[config.mk]
export PLATFORM = sky130hd
export DESIGN_NAME = fetch_unit
export DESIGN_NICKNAME = d
export VERILOG_FILES = /design/src/rtl/cpu_pkg.sv /design/src/rtl/jumpr_predecode.sv /design/src/rtl/fetch_unit.sv
export SDC_FILE = /design/constraint.sdc
export NUM_CORES = 1
export LEC_CHECK = 0
export BUFFER_PORTS_ARGS = -buffer_cell sky130_fd_sc_hd__buf_2
export CAP_MARGIN = 20
export CORE_ASPECT_RATIO = 1.75
export CORE_MARGIN = 5
export CORE_UTILIZATION = 40
export CTS_CLUSTER_DIAMETER = 100
export DETAILED_ROUTE_END_ITERATION = 7
export HOLD_SLACK_MARGIN = 0.05
export PLACE_DENSITY = 0.67
export SETUP_SLACK_MARGIN = 0.15
export SYNTH_ARGS = -nofsm -noshare
export SYNTH_HDL_FRONTEND = slang
export SYNTH_SLANG_ARGS = --single-unit
[constraint.sdc]
create_clock -name i_clk -period 2.8 [get_ports i_clk]
set_input_delay 0.28 -clock i_clk [delete_from_list [all_inputs] [get_ports i_clk]]
set_output_delay 0.28 -clock i_clk [all_outputs]
set_load 0.02 [all_outputs]
[src/rtl/cpu_pkg.sv]
// rtl/cpu_pkg.sv - shared widths, opcodes and fetch state encoding
package cpu_pkg;

  localparam int ADDR_W  = 8;
  localparam int INSTR_W = 16;

  localparam logic [7:0]         JUMPR_OPC = 8'h9A;
  localparam logic [INSTR_W-1:0] NOP       = 16'h0000;

  typedef enum logic [1:0] {
    ST_IDLE = 2'd0,
    ST_RUN  = 2'd1,
    ST_HALT = 2'd2
  } fetch_state_t;

endpackage

[src/rtl/jumpr_predecode.sv]
// rtl/jumpr_predecode.sv - recognises JUMPR and computes its PC-relative target
module jumpr_predecode
  import cpu_pkg::*;
#(
  parameter logic [7:0] OPC = JUMPR_OPC
) (
  input  logic [INSTR_W-1:0] i_instr,
  input  logic [ADDR_W-1:0]  i_pc,
  output logic               o_is_jumpr,
  output logic [ADDR_W-1:0]  o_target,
  output logic               o_is_self
);

  logic signed [7:0] w_offset;

  assign w_offset   = $signed(i_instr[7:0]);
  assign o_is_jumpr = (i_instr[15:8] == OPC);
  // Offset is relative to the following instruction; the sum wraps with the PC width.
  assign o_target   = i_pc + ADDR_W'(1) + ADDR_W'(w_offset);
  assign o_is_self  = o_is_jumpr && (o_target == i_pc);

endmodule

[src/rtl/fetch_unit.sv]
// rtl/fetch_unit.sv - PC/IR registers and IDLE/RUN/HALT fetch control
module fetch_unit
  import cpu_pkg::*;
#(
  parameter logic [ADDR_W-1:0] RESET_PC  = '0,
  parameter logic [7:0]        OPC_JUMPR = JUMPR_OPC
) (
  input  logic               i_clk,
  input  logic               i_rst,
  input  logic               i_run_en,
  input  logic               i_stall,
  input  logic               i_redirect_en,
  input  logic [ADDR_W-1:0]  i_redirect_addr,
  input  logic [INSTR_W-1:0] i_instr_in,
  output logic [ADDR_W-1:0]  o_pc_out,
  output logic [INSTR_W-1:0] o_ir_out,
  output logic [ADDR_W-1:0]  o_ir_pc,
  output logic               o_ir_valid,
  output logic               o_halted
);

  fetch_state_t r_state, w_state_nxt;

  logic [ADDR_W-1:0]  r_pc, w_pc_nxt;
  logic [INSTR_W-1:0] r_ir, w_ir_nxt;
  logic [ADDR_W-1:0]  r_ir_pc, w_ir_pc_nxt;
  logic               r_ir_valid, w_ir_valid_nxt;

  logic               w_is_jumpr;
  logic [ADDR_W-1:0]  w_target;
  logic               w_is_self;

  jumpr_predecode #(.OPC(OPC_JUMPR)) u_predecode (
    .i_instr    (i_instr_in),
    .i_pc       (r_pc),
    .o_is_jumpr (w_is_jumpr),
    .o_target   (w_target),
    .o_is_self  (w_is_self)
  );

  always_ff @(posedge i_clk) begin
    if (i_rst) begin
      r_state    <= ST_IDLE;
      r_pc       <= RESET_PC;
      r_ir       <= NOP;
      r_ir_pc    <= '0;
      r_ir_valid <= 1'b0;
    end else begin
      r_state    <= w_state_nxt;
      r_pc       <= w_pc_nxt;
      r_ir       <= w_ir_nxt;
      r_ir_pc    <= w_ir_pc_nxt;
      r_ir_valid <= w_ir_valid_nxt;
    end
  end

  always_comb begin
    w_state_nxt    = r_state;
    w_pc_nxt       = r_pc;
    w_ir_nxt       = r_ir;
    w_ir_pc_nxt    = r_ir_pc;
    w_ir_valid_nxt = r_ir_valid;
    case (r_state)
      ST_IDLE: begin
        w_ir_valid_nxt = 1'b0;
        if (i_redirect_en) w_pc_nxt = i_redirect_addr;
        if (i_run_en) w_state_nxt = ST_RUN;
      end
      ST_RUN: begin
        if (i_redirect_en) begin
          w_pc_nxt       = i_redirect_addr;
          w_ir_valid_nxt = 1'b0;
        end else if (i_stall) begin
          w_pc_nxt = r_pc;
        end else if (w_is_jumpr) begin
          // Folded jump: the decoder sees a bubble instead of the JUMPR word.
          w_pc_nxt       = w_target;
          w_ir_valid_nxt = 1'b0;
          if (w_is_self) w_state_nxt = ST_HALT;
        end else begin
          w_ir_nxt       = i_instr_in;
          w_ir_pc_nxt    = r_pc;
          w_ir_valid_nxt = 1'b1;
          w_pc_nxt       = r_pc + ADDR_W'(1);
        end
      end
      ST_HALT: begin
        w_ir_valid_nxt = 1'b0;
        if (i_redirect_en) begin
          w_pc_nxt    = i_redirect_addr;
          w_state_nxt = ST_RUN;
        end
      end
      default: begin
        w_state_nxt    = ST_IDLE;
        w_ir_valid_nxt = 1'b0;
      end
    endcase
  end

  assign o_pc_out   = r_pc;
  assign o_ir_out   = r_ir;
  assign o_ir_pc    = r_ir_pc;
  assign o_ir_valid = r_ir_valid;
  assign o_halted   = (r_state == ST_HALT);

endmodule

* Yosys cells after proc, flatten, opt, wreduce, memory -nomap -nowiden *
Cells that the tools add are included.
W data, S select, Z words.

storage, ports and cells
  register bits = 35
  bits in latches = 0
  RAM bits = 0
  bits in read-only memories = 0
  input port bits = 29
  output and inout port bits = 34
  memories kept = 0

operators by class
  add/sub/neg operators = 2
  multiply operators = 0
  div/mod/pow operators = 0
  $lt $le $gt $ge = 0
  equal/unequal tests = 12
  shifts and indexed selects = 0
  multiplexer cells = 13
  bitwise operators = 4
  reduce and logical (&&, ||, !) cells = 8

operator list
  kind                   number
  $mux W8                4
  $pmux W8 S2            1
  $mux W2                6
  $add A8 B1 Y8 const B  1
  $add A8 B8 Y8          1
  $eq A8 B8 Y1           1
  $eq A8 B8 Y1 const B   1
  $ne A2 B2 Y1 const B   4
  $ne A2 B1 Y1 const B   3
  $pmux W2 S3            1
  $reduce_and A6 Y1      1
  $not A1 Y1             4
  $reduce_and A4 Y1      1
  $ne A3 B3 Y1 const B   1
  $reduce_and A3 Y1      1
  $reduce_or A3 Y1       1
  $eq A2 B1 Y1 const B   1
  $eq A2 B2 Y1 const B   1
  $logic_not A2 Y1       1
  $reduce_bool A2 Y1     1
  $reduce_or A2 Y1       1
  $logic_and A1 B1 Y1    1
  $mux W1                1

* Longest topological paths before layout *
Gate-level depths: netlist of the first run.

  depth after elaboration = 9
  gate-level depth with buffers = 12
  mapped depth without buffers = 11

* Cells and area by module *
A second synthesis of the first run with hierarchy kept.

unflattened totals
  cells, all modules = 285
  area, all modules = 2198.4 um2

by module, submodules not included
  module           instances  cells each  area an instance (um2)  sequential area each (um2)
  fetch_unit       1          204         1601.5                  700.7
  jumpr_predecode  1          81          596.8                   0.0

* Least setup slack after synthesis of the first run *
No wires, ideal clock.

  path type = register -> register
  from = register r_pc[1], in the netlist o_pc_out[1]
  to = register r_state[0]
  library setup time = 115 ps
  arrival time = 2738 ps
  data required time = 2685 ps
  setup slack = -52 ps
  stages on the path, launching flop included = 12
  path buffers = 0
  period minus slack after synthesis = 2852 ps
  path through = dfxtp_1 ha_1 nand2_1 nor2_1 xor2_1 ha_1 xnor2_1 mux2i_1 or4b_1 o211ai_2 nand4_2 o21a_1

between the ends
  longest elaborated chain between the ends = 6

RTL lines
  item                           RTL line               source
  start: declaration             fetch_unit.sv:24       logic [ADDR_W-1:0] r_pc, w_pc_nxt;
  start signal: assignment       fetch_unit.sv:50       r_pc <= w_pc_nxt;
  $add A8 B1 Y8                  jumpr_predecode.sv:19  assign o_target = i_pc + ADDR_W'(1) + ADDR_W'(w_offset);
  $add A8 B8 Y8                  jumpr_predecode.sv:19
  $eq A8 B8 Y1 *                 jumpr_predecode.sv:20  assign o_is_self = o_is_jumpr && (o_target == i_pc);
  $logic_and A1 B1 Y1 *          jumpr_predecode.sv:20
  $ne A2 B1 Y1 (no line) *       n/a
  $reduce_and A6 Y1 (no line) *  n/a
  end signal: assignment         fetch_unit.sv:49       r_state <= w_state_nxt;
  end: declaration               fetch_unit.sv:22       fetch_state_t r_state, w_state_nxt;

Mark *: on every way between the ends. The rest lies on a longest branch, timed or not.
A chain may end at the register's enable or synchronous reset.

* Worst setup path in the final report of the first run *
  from = register r_pc[0], in the netlist o_pc_out[0]
  to = register r_state[0]

The elaborated chain is that of the path after synthesis.

==> results of run 1 <==
[per-stage QoR]
stage / hold WS [ps] / setup WS (ps) / cell area, um2 / utilization, %
floorplan: 416 / 155 / 2120 / -
global placement: 440 / 109 / 2480 / 48.0
detailed placement: 443 / 13.6 / 2480 / 48.0
CTS: 226 / 147 / 2640 / 51.2
global route: 234 / -12.9 / 2720 / 52.5
finish: 229 / 140 / 2720 / 52.5
[timing repair]
item                       4_1_cts  5_1_grt
buffers inserted                 6        2
setup endpoints to repair        3        5
gates cloned                     0        0
gates resized for setup          2       11
pin swaps                        3        5
hold buffers                     0        0
[synthesized netlist by cell type, drive strengths merged]
master	instances
buf	6
xor2	5
nor2b	5
nor2	21
dfxtp	35
a21oi	37
o22ai	1
xnor2	12
a311oi	4
nand4	1
o31ai	1
nand3	5
and3	2
a2bb2oi	1
o41ai	3
nand3b	3
ha	10
o211ai	4
fa	1
or3	1
inv	4
nand2	62
o21ai	6
a21boi	3
o21a	4
nand2b	3
or4b	2
and2	4
and4	1
mux2i	1
o21bai	1
a211oi	4
a21o	1
and4bb	2
nor4	1
nor3	7
clkbuf	11
[area by class of cell]
cell class / instances / area (um2)
Fill cell: 505 / 2450
Clock inverter: 3 / 43.8
Multi-Input combinational cell: 219 / 1370
Clock buffer: 5 / 68.8
Tap cell: 55 / 68.8
Inverter: 4 / 15.0
Sequential cell: 35 / 712
Timing Repair Buffer: 79 / 438
[registers in the layout (all words and copies together) (netlist names)]
| name | count |
|---|---|
| o_ir_out | 16 |
| o_ir_pc | 8 |
| r_state | 2 |
| o_pc_out | 8 |
| o_ir_valid | 1 |
[power groups by stage]
stage	Sequential (uW)	Combinational [uW]	Clock (uW)
final	533	382	453
after global routing	535	416	484
after CTS	531	358	465
after detailed placement	546	336	0
after global placement	546	333	0
after floorplan	565	217	0
[worst min-delay path: cells and delay by family]
family,cells,cell delay [ps]
buf+inv,1,100
simple gates,1,50
compound gates,1,50
[logic make-up after synthesis]
family	Yosys count	synth area share, %
flip-flops	35	33.4
XOR/XNOR	17	7.10
buffers and inverters	21	4.41
AND/OR/NAND/NOR	120	26.8
adder cells (fa/ha/maj)	11	6.92
multiplexers	1	0.477
AO/OA/AOI/OAI	70	20.9
[worst min-delay path by stage]
stage                        end  slack, ps  cells after the start
CTS                 o_ir_out[15]        230                      3
detailed placement  o_ir_out[15]        440                      2
floorplan            o_ir_out[0]        420                      2
global route        o_ir_out[13]        230                      3
finish              o_ir_out[15]        230                      3
global placement      o_ir_pc[3]        440                      2
[metal layers]
layer | GRT usage [%] | up-vias
met3 | 2.67 | 15
met1 | 18.9 | 981
met4 | 10.7 | 0
met2 | 33.9 | 56
met5 | 0 | -
li1 | - | 1087
[cell usage in the layout (no fill, tap or decap), types with 5 or more instances in the layout]
cell type  count
a21oi_1       36
buf_4         17
nor3_1         7
buf_2         62
nand2_1       61
clkbuf_8       5
dfxtp_1       30
xnor2_1       10
o21ai_0        5
ha_1           8
nor2_1        20
nand3_1        5
nor2b_1        5
==> impl_metrics.py, run 1 <==
metrics = {
    "timing": {
        "finClkSkew_ps": 10.3,
        "rsz0062_at_grt": "true",
        "setup_violations": 0,
        "period_share_pct": 95.0,
        "slew_viol_final": 0,
        "relSlewSlack_pct": 46.7,
        "tns_ps": 0,
        "worst_pin_slew_ps": 797,
        "layout_min_cycle_time_ps": 2660,
        "hold_viol": 0,
        "timing.fmax_mhz": 376,
    },
    "cts": {
        "path_clk_slew_ps": 80,
        "cts.sinks": 35,
        "numCtsBuffers": 5,
        "clk_path_buf_depth": 2,
        "root_buffer": "clkbuf_8",
        "tritoncts": "yes",
        "htree_levels": 2,
        "clk_latency_ps": 290,
    },
    "hold_path": {
        "hold_class": "in -> reg",
        "hp-start": "i_instr_in[15]",
    },
    "grt": {
        "grt_pass1_vias": 2046,
        "grt_overflow_total": 0,
        "grt_pass1_wl_um": 9810,
        "antenna_found_initial": 0,
        "grt_use_total_pct": 18.4,
        "grt_max_degree": 40,
    },
    "logic_synthesis": {
        "synth_top_area_share_pct": 33.4,
        "syn_area_um2": 2100,
        "postSynthAreaPerCell_um2": 7.63,
        "ys_warn_count": 0,
        "yosysSeqAreaShare_pct": 33.4,
        "ys_ff_latch": 35,
        "synth_top_area_cell": "dfxtp_1",
        "ys_types": 43,
        "synthCells": 275,
        "synthTopCellsByArea": "dfxtp_1, nand2_1, a21oi_1",
        "syn_nets": 315,
    },
    "route": {
        "dr_wl_met2_um": 3350,
        "post-route-drc-count": 0,
        "top_layer": "met4",
        "wl_um": 6140,
        "wire_per_inst_um": 15.3,
        "wl_met3_um": 253,
        "drtAntennaViolNets": 0,
        "via_per_inst": 5.35,
        "initialDrtViolationCount": 95,
        "vias": 2139,
        "first_pass_iters": 4,
        "wl_met1_um": 2290,
    },
    "flow_run": {
        "cap_violations": 0,
    },
    "die": {
        "die_width_um": 64.8,
        "ios": 63,
        "rows": 35,
        "coreArea_um2": 5170,
        "initial_core_util_pct": 40.6,
        "dieArea_um2": 6850,
        "die_h_um": 106,
    },
    "power": {
        "p_switching_uw": 415,
        "power_uw": 1370,
        "powerDensity_nw_per_um2": 504,
        "clock_power_share_pct": 33.1,
        "seqPwrFrac_pct": 39.0,
        "vdd_drop_max_mv": 0.272,
        "p_int_uw": 952,
        "p_leak_uw": 0.00120,
        "swShare_pct": 30.4,
        "combPwrFrac_pct": 27.9,
    },
    "finish": {
        "stdcell_count": 400,
        "area_delta_synth_final_pct": 29.4,
        "nNetsFinal": 384,
        "diodes": 0,
        "drive_gt1_share_pct": 31.3,
    },
    "critical_path": {
        "crit-reg2reg-capture": "r_state[0]",
        "required_ps": 2980,
        "crit_fanout": 4,
        "arrival_ps": 2840,
        "cp.depth": 11,
        "cpPeakStageDelay_ps": 480,
        "critPathLaunchType": "register",
        "r2r_slack_ps": 140,
        "path_cells": "ha_4, nand2_2, nor2_2, xor2_1, ha_1, xnor2_2, mux2i_1, or4b_4, o211ai_2, nand4_2, o21a_1",
        "r2r_cells": 11,
        "r2r_start": "o_pc_out[0]",
        "crit_type": "reg -> reg",
        "crit_path_top_delay_cell": "or4b_4",
        "path_delay_family": "simple AND/OR/NAND/NOR gates",
        "crit_end": "r_state[0]",
        "cp_num_buf_inv": 0,
        "worstSetupStartpoint": "o_pc_out[0]",
        "crit_path_end_kind": "register",
    },
    "placement": {
        "placed_cells": 384,
        "place_congestion": 0.934,
        "port_buffers": 62,
        "dpl.hpwl_um": 4690,
    },
    "outcome": {
        "status": "finished, final reports clean",
    },
}
Power figures use the tool's default switching activity.
==> inputs of run 2 (changes only) <==
- RECOVER_POWER: unset -> 100
==> run 2 against run 1 <==
- setup slack improved by 1.6 ps
- cell count did not move
- power fell by 0.32%
- sequential share of layout area up 0.45 points
- largest cell class unchanged
==> impl_metrics.py, run 2 (synthesis gave the netlist of run 1 again) <==
metrics = {
    "finish": {
        "largest_register_ffs": 16,
        "diodes": 0,
        "area_delta_synth_final_pct": 27.2,
        "layout_commonest_cell": "nand2_1",
        "nNetsFinal": 384,
        "drive_gt1_share_pct": 21.2,
        "mostFrequentLayoutCells": "nand2_1, a21oi_1, clkbuf_1",
    },
    "timing": {
        "timing.fmax_mhz": 376,
        "tns_ps": 0,
        "hold_viol": 0,
        "worst_pin_slew_ps": 1060,
        "rsz0062_at_grt": "true",
        "relSlewSlack_pct": 29.0,
        "period_share_pct": 94.9,
        "slew_viol_final": 0,
        "finClkSkew_ps": 10.6,
        "layout_min_cycle_time_ps": 2660,
        "setup_ws_ps": 142,
        "setup_violations": 0,
    },
    "cts": {
        "clk_path_buf_depth": 2,
        "cts.sinks": 35,
        "tritoncts": "yes",
        "path_clk_slew_ps": 80,
        "root_buffer": "clkbuf_8",
        "ctsHoldBuffers": 0,
        "clk_latency_ps": 290,
        "numCtsBuffers": 5,
        "htree_levels": 2,
    },
    "route": {
        "wl_met1_um": 2320,
        "first_pass_iters": 4,
        "initialDrtViolationCount": 104,
        "post-route-drc-count": 0,
        "drtAntennaViolNets": 0,
        "vias": 2137,
        "via_per_inst": 5.34,
        "top_layer": "met4",
        "dr_wl_met2_um": 3420,
        "wire_per_inst_um": 15.3,
        "wl_um": 6140,
        "wl_met3_um": 200,
    },
    "critical_path": {
        "crit_type": "reg -> reg",
        "crit_fanout": 4,
        "cp_num_buf_inv": 0,
        "path_cells": "ha_4, nand2_2, nor2_2, xor2_1, ha_1, xnor2_2, mux2i_1, or4b_4, o211ai_2, nand4_2, o21a_1",
        "crit_path_end_kind": "register",
        "required_ps": 2980,
        "crit_path_top_delay_cell": "or4b_4",
        "arrival_ps": 2840,
        "path_delay_family": "simple AND/OR/NAND/NOR gates",
        "cpPeakStageDelay_ps": 480,
        "critPathLaunchType": "register",
    },
    "grt": {
        "grt_use_total_pct": 18.4,
        "grt_pass1_vias": 2046,
        "grt_max_degree": 40,
        "grt_pass1_wl_um": 9810,
        "antenna_found_initial": 0,
        "grt_overflow_total": 0,
    },
    "die": {
        "rows": 35,
        "dieArea_um2": 6850,
        "die_width_um": 64.8,
        "ios": 63,
        "coreArea_um2": 5170,
        "die_h_um": 106,
        "initial_core_util_pct": 40.6,
    },
    "placement": {
        "port_buffers": 62,
        "preCtsSetupSlack_ps": 13.6,
        "dpl.hpwl_um": 4690,
        "place_congestion": 0.934,
    },
    "power": {
        "p_leak_uw": 0.00105,
        "vdd_drop_max_mv": 0.271,
        "powerDensity_nw_per_um2": 511,
        "power_uw": 1360,
    },
    "outcome": {
        "status": "finished, final reports clean",
    },
    "flow_run": {
        "cap_violations": 0,
    },
    "hold_path": {
        "hold_class": "in -> reg",
    },
}
run 2: cell type report:
class / instances / area, um2
inverter: 4 / 15.0
multi-input combinational: 219 / 1370
clock inverter: 3 / 43.8
tap: 55 / 68.8
fill: 517 / 2500
sequential: 35 / 712
clock buffer: 5 / 68.8
timing repair buffer: 79 / 392
run 2: where the power goes:
group / leakage, uW / internal (uW) / switching [uW] / total (uW)
Combinational: 0.000704 / 165 / 211 / 376
Clock: 0.0000581 / 265 / 189 / 454
Sequential: 0.000287 / 517 / 16.2 / 533
Total: 0.00105 / 947 / 416 / 1360
run 2: worst paths after layout:
check                                     from           end  slack [ps]  cells past startpoint
worst max-delay path               o_pc_out[0]    r_state[0]         140                     11
worst min-delay path            i_instr_in[10]  o_ir_out[10]         220                      3
worst max register to register     o_pc_out[0]    r_state[0]         140                     11
worst min register to register      o_ir_pc[7]    o_ir_pc[7]         450                      2
run 2: what timing repair did:
item / 4_1_cts / 5_1_grt
pin swaps: 3 / 5
setup buffers: 6 / 2
resized for setup: 2 / 11
endpoints found under the setup margin: 3 / 5
run 2: stage by stage:
stage | utilization [%] | cells | hold slack (ps) | area (um2)
after floorplan | - | 275 | 416 | 2120
after global placement | 48.0 | 384 | 440 | 2480
after detailed placement | 48.0 | 384 | 443 | 2480
after CTS | 51.2 | 398 | 226 | 2640
after global routing | 51.6 | 400 | 234 | 2670
final | 51.6 | 400 | 222 | 2670
run 2: per-layer routing:
metal / vias to the layer above / global-route usage (%)
met5: - / 0
met4: 0 / 10.7
met3: 13 / 2.67
met2: 48 / 33.9
met1: 988 / 18.9
li1: 1088 / -
run 2: worst register-to-register path, cell delays in order (launching register included):
cell and delay [ps]:
dfxtp_4 390, ha_4 150, nand2_2 50, nor2_2 90, xor2_1 220, ha_1 320
xnor2_2 180, mux2i_1 250, or4b_4 480, o211ai_2 90, nand4_2 120, o21a_1 210
==> inputs of run 3 (changes only) <==
- SYNTH_HIERARCHICAL: unset -> 1
==> run 3 against run 2 <==
- sequential share of layout area is 0.55 points lower
- cell count is 6.5% higher
- via count is 4.4% higher
- routed wire length hardly changed
- critical path depth is 1 higher
- core utilization is 0.67 points lower
- setup slack worse by 61 ps
- design area is 1.2% higher
- critical path type unchanged
- critical endpoint unchanged
- highest routed layer unchanged
==> impl_metrics.py, run 3 <==
metrics = {
    "grt": {
        "grt_use_met1_pct": 18.0,
        "grt_pass1_vias": 2092,
        "grt_overflow_total": 0,
        "grtUsageMet2_pct": 30.9,
        "grt_max_degree": 38,
        "grtUsageMet3_pct": 3.22,
        "grt_pass1_wl_um": 9540,
        "top_usage_layer": "met2",
        "grt_use_total_pct": 17.1,
        "antenna_found_initial": 0,
    },
    "logic_synthesis": {
        "synth_top_area_cell": "dfxtp_1",
        "synth_edf_count": 0,
        "yosysMostFrequentCell": "nand2_1",
        "synth_top_area_share_pct": 31.9,
        "ys_types": 55,
        "yosysSeqAreaShare_pct": 31.9,
        "synthFlopType": "dfxtp_1",
        "syn_nets": 324,
        "synthTopCellsByArea": "dfxtp_1, nand2_1, a21oi_1",
        "ys_async_sr_fraction_pct": 0,
        "postSynthAreaPerCell_um2": 7.71,
        "ys_ff_latch": 35,
        "synthTopCellsByCount": "nand2_1, a21oi_1, dfxtp_1, nor2_1, inv_1",
        "syn_area_um2": 2200,
        "synthCells": 285,
        "ys_warn_count": 6,
    },
    "cts": {
        "clk_path_buf_depth": 2,
        "root_buffer": "clkbuf_8",
        "tritoncts": "yes",
        "cts.sinks": 35,
        "clk_latency_ps": 290,
        "htree_levels": 2,
        "path_clk_slew_ps": 80,
        "ctsHoldBuffers": 0,
        "numCtsBuffers": 5,
    },
    "critical_path": {
        "r2r_cells": 12,
        "required_ps": 2990,
        "crit_path_end_kind": "register",
        "crit_fanout": 5,
        "crit-reg2reg-capture": "r_state[0]",
        "critPathLaunchType": "register",
        "crit_type": "reg -> reg",
        "crit_end": "r_state[0]",
        "r2r_slack_ps": 80,
        "arrival_ps": 2910,
        "r2r_start": "o_pc_out[0]",
        "worstSetupStartpoint": "o_pc_out[0]",
    },
    "finish": {
        "diodes": 0,
        "final_area_um2": 2700,
        "largest_register_ffs": 16,
        "fin_util_pct": 51.0,
        "n_fill_cell": 539,
        "stdcell_count": 426,
        "mostFrequentLayoutCells": "nand2_1, a21oi_1, clkbuf_1",
        "nNetsFinal": 390,
        "layout_commonest_cell": "nand2_1",
        "drive_gt1_share_pct": 17.9,
        "area_delta_synth_final_pct": 22.9,
    },
    "timing": {
        "setup_violations": 0,
        "relSlewSlack_pct": 46.4,
        "hold_viol": 0,
        "layout_min_cycle_time_ps": 2720,
        "slew_viol_final": 0,
        "period_share_pct": 97.1,
        "rsz0062_at_grt": "true",
        "fin_hold_ws_ps": 214,
        "finClkSkew_ps": 7.44,
        "timing.fmax_mhz": 368,
        "worst_pin_slew_ps": 804,
    },
    "route": {
        "post-route-drc-count": 0,
        "drtAntennaViolNets": 0,
        "wl_um": 6150,
        "wire_per_inst_um": 14.4,
        "via_per_inst": 5.24,
        "initialDrtViolationCount": 121,
        "vias": 2232,
        "first_pass_iters": 4,
    },
    "placement": {
        "dpl.hpwl_um": 4510,
        "placed_area_um2": 2610,
        "port_buffers": 62,
        "place_congestion": 0.814,
        "placed_cells": 414,
    },
    "die": {
        "coreArea_um2": 5300,
        "die_h_um": 108,
        "initial_core_util_pct": 41.5,
        "dieArea_um2": 7140,
        "rows": 35,
        "ios": 63,
        "die_width_um": 66.0,
    },
    "outcome": {
        "status": "finished, final reports clean",
    },
    "hold_path": {
        "hold_class": "in -> reg",
        "whs_path_depth": 2,
    },
    "power": {
        "p_leak_uw": 0.00103,
        "power_uw": 1250,
        "vdd_drop_max_mv": 0.235,
        "powerDensity_nw_per_um2": 464,
    },
    "flow_run": {
        "cap_violations": 0,
    },
}
run 3: cells by family after synthesis:
logic type,count (synthesis),share of synthesized area [%]
AO/OA/AOI/OAI,75,21.1
XOR/XNOR,16,6.37
adder cells (fa/ha/maj),11,6.49
buffers and inverters,31,6.66
flip-flops,35,31.9
multiplexers,3,1.37
AND/OR/NAND/NOR,114,26.2
run 3: metrics by stage:
stage	setup TNS [ps]	worst slack, ps
6_report	0	81.1
5_1_grt	-136	-86.4
4_1_cts	0	105
3_5_place_dp	-108	-108
3_3_place_gp	-25.6	-25.6
2_1_floorplan	0	163
run 3: timing repair:
action	in CTS	in global routing
pin swaps	8	8
gates resized for setup	6	1
hold endpoints to repair	0	0
buffers inserted	3	1
cloned	0	0
setup endpoints to repair	2	2
run 3: cell type report:
| cell class | count | area [um2] | area share (%) |
|---|---|---|---|
| clock inverter | 1 | 5.00 | 0.185 |
| clock buffer | 7 | 76.3 | 2.83 |
| inverter | 11 | 43.8 | 1.62 |
| sequential | 35 | 706 | 26.1 |
| timing repair buffer | 79 | 390 | 14.5 |
| tap | 74 | 92.6 | 3.43 |
| multi-input combinational | 219 | 1390 | 51.4 |
run 3: power by group:
part | internal, uW | leakage [uW] | switching [uW] | total [uW]
Clock | 175 | 0.0000422 | 191 | 366
Combinational | 151 | 0.000701 | 207 | 358
Sequential | 517 | 0.000286 | 13.9 | 531
run 3: worst max-delay path, stage by stage, from the launching register on:
cell and delay, ps:
dfxtp_4 360, inv_4 40, ha_4 140, fa_2 360, nand2b_1 180, a21oi_2 240, xnor2_1 180, a22o_1 180
o2111ai_1 110, nor4bb_2 400, and4_1 250, o21ai_1 60, o311a_1 110
run 3: worst min path at each step:
stage	startpoint	to
after floorplan	i_redirect_en	r_state[1]
after global placement	o_ir_pc[3]	o_ir_pc[3]
after detailed placement	o_ir_out[13]	o_ir_out[13]
after CTS	i_run_en	r_state[0]
after global routing	i_run_en	r_state[0]
final	i_run_en	r_state[0]
run 3: routing by layer:
metal | vias to the layer above | wire, um
li1 | 1121 | -
met1 | 1017 | 2390
met2 | 76 | 3190
met3 | 18 | 327
met4 | 0 | 235
met5 | - | 0
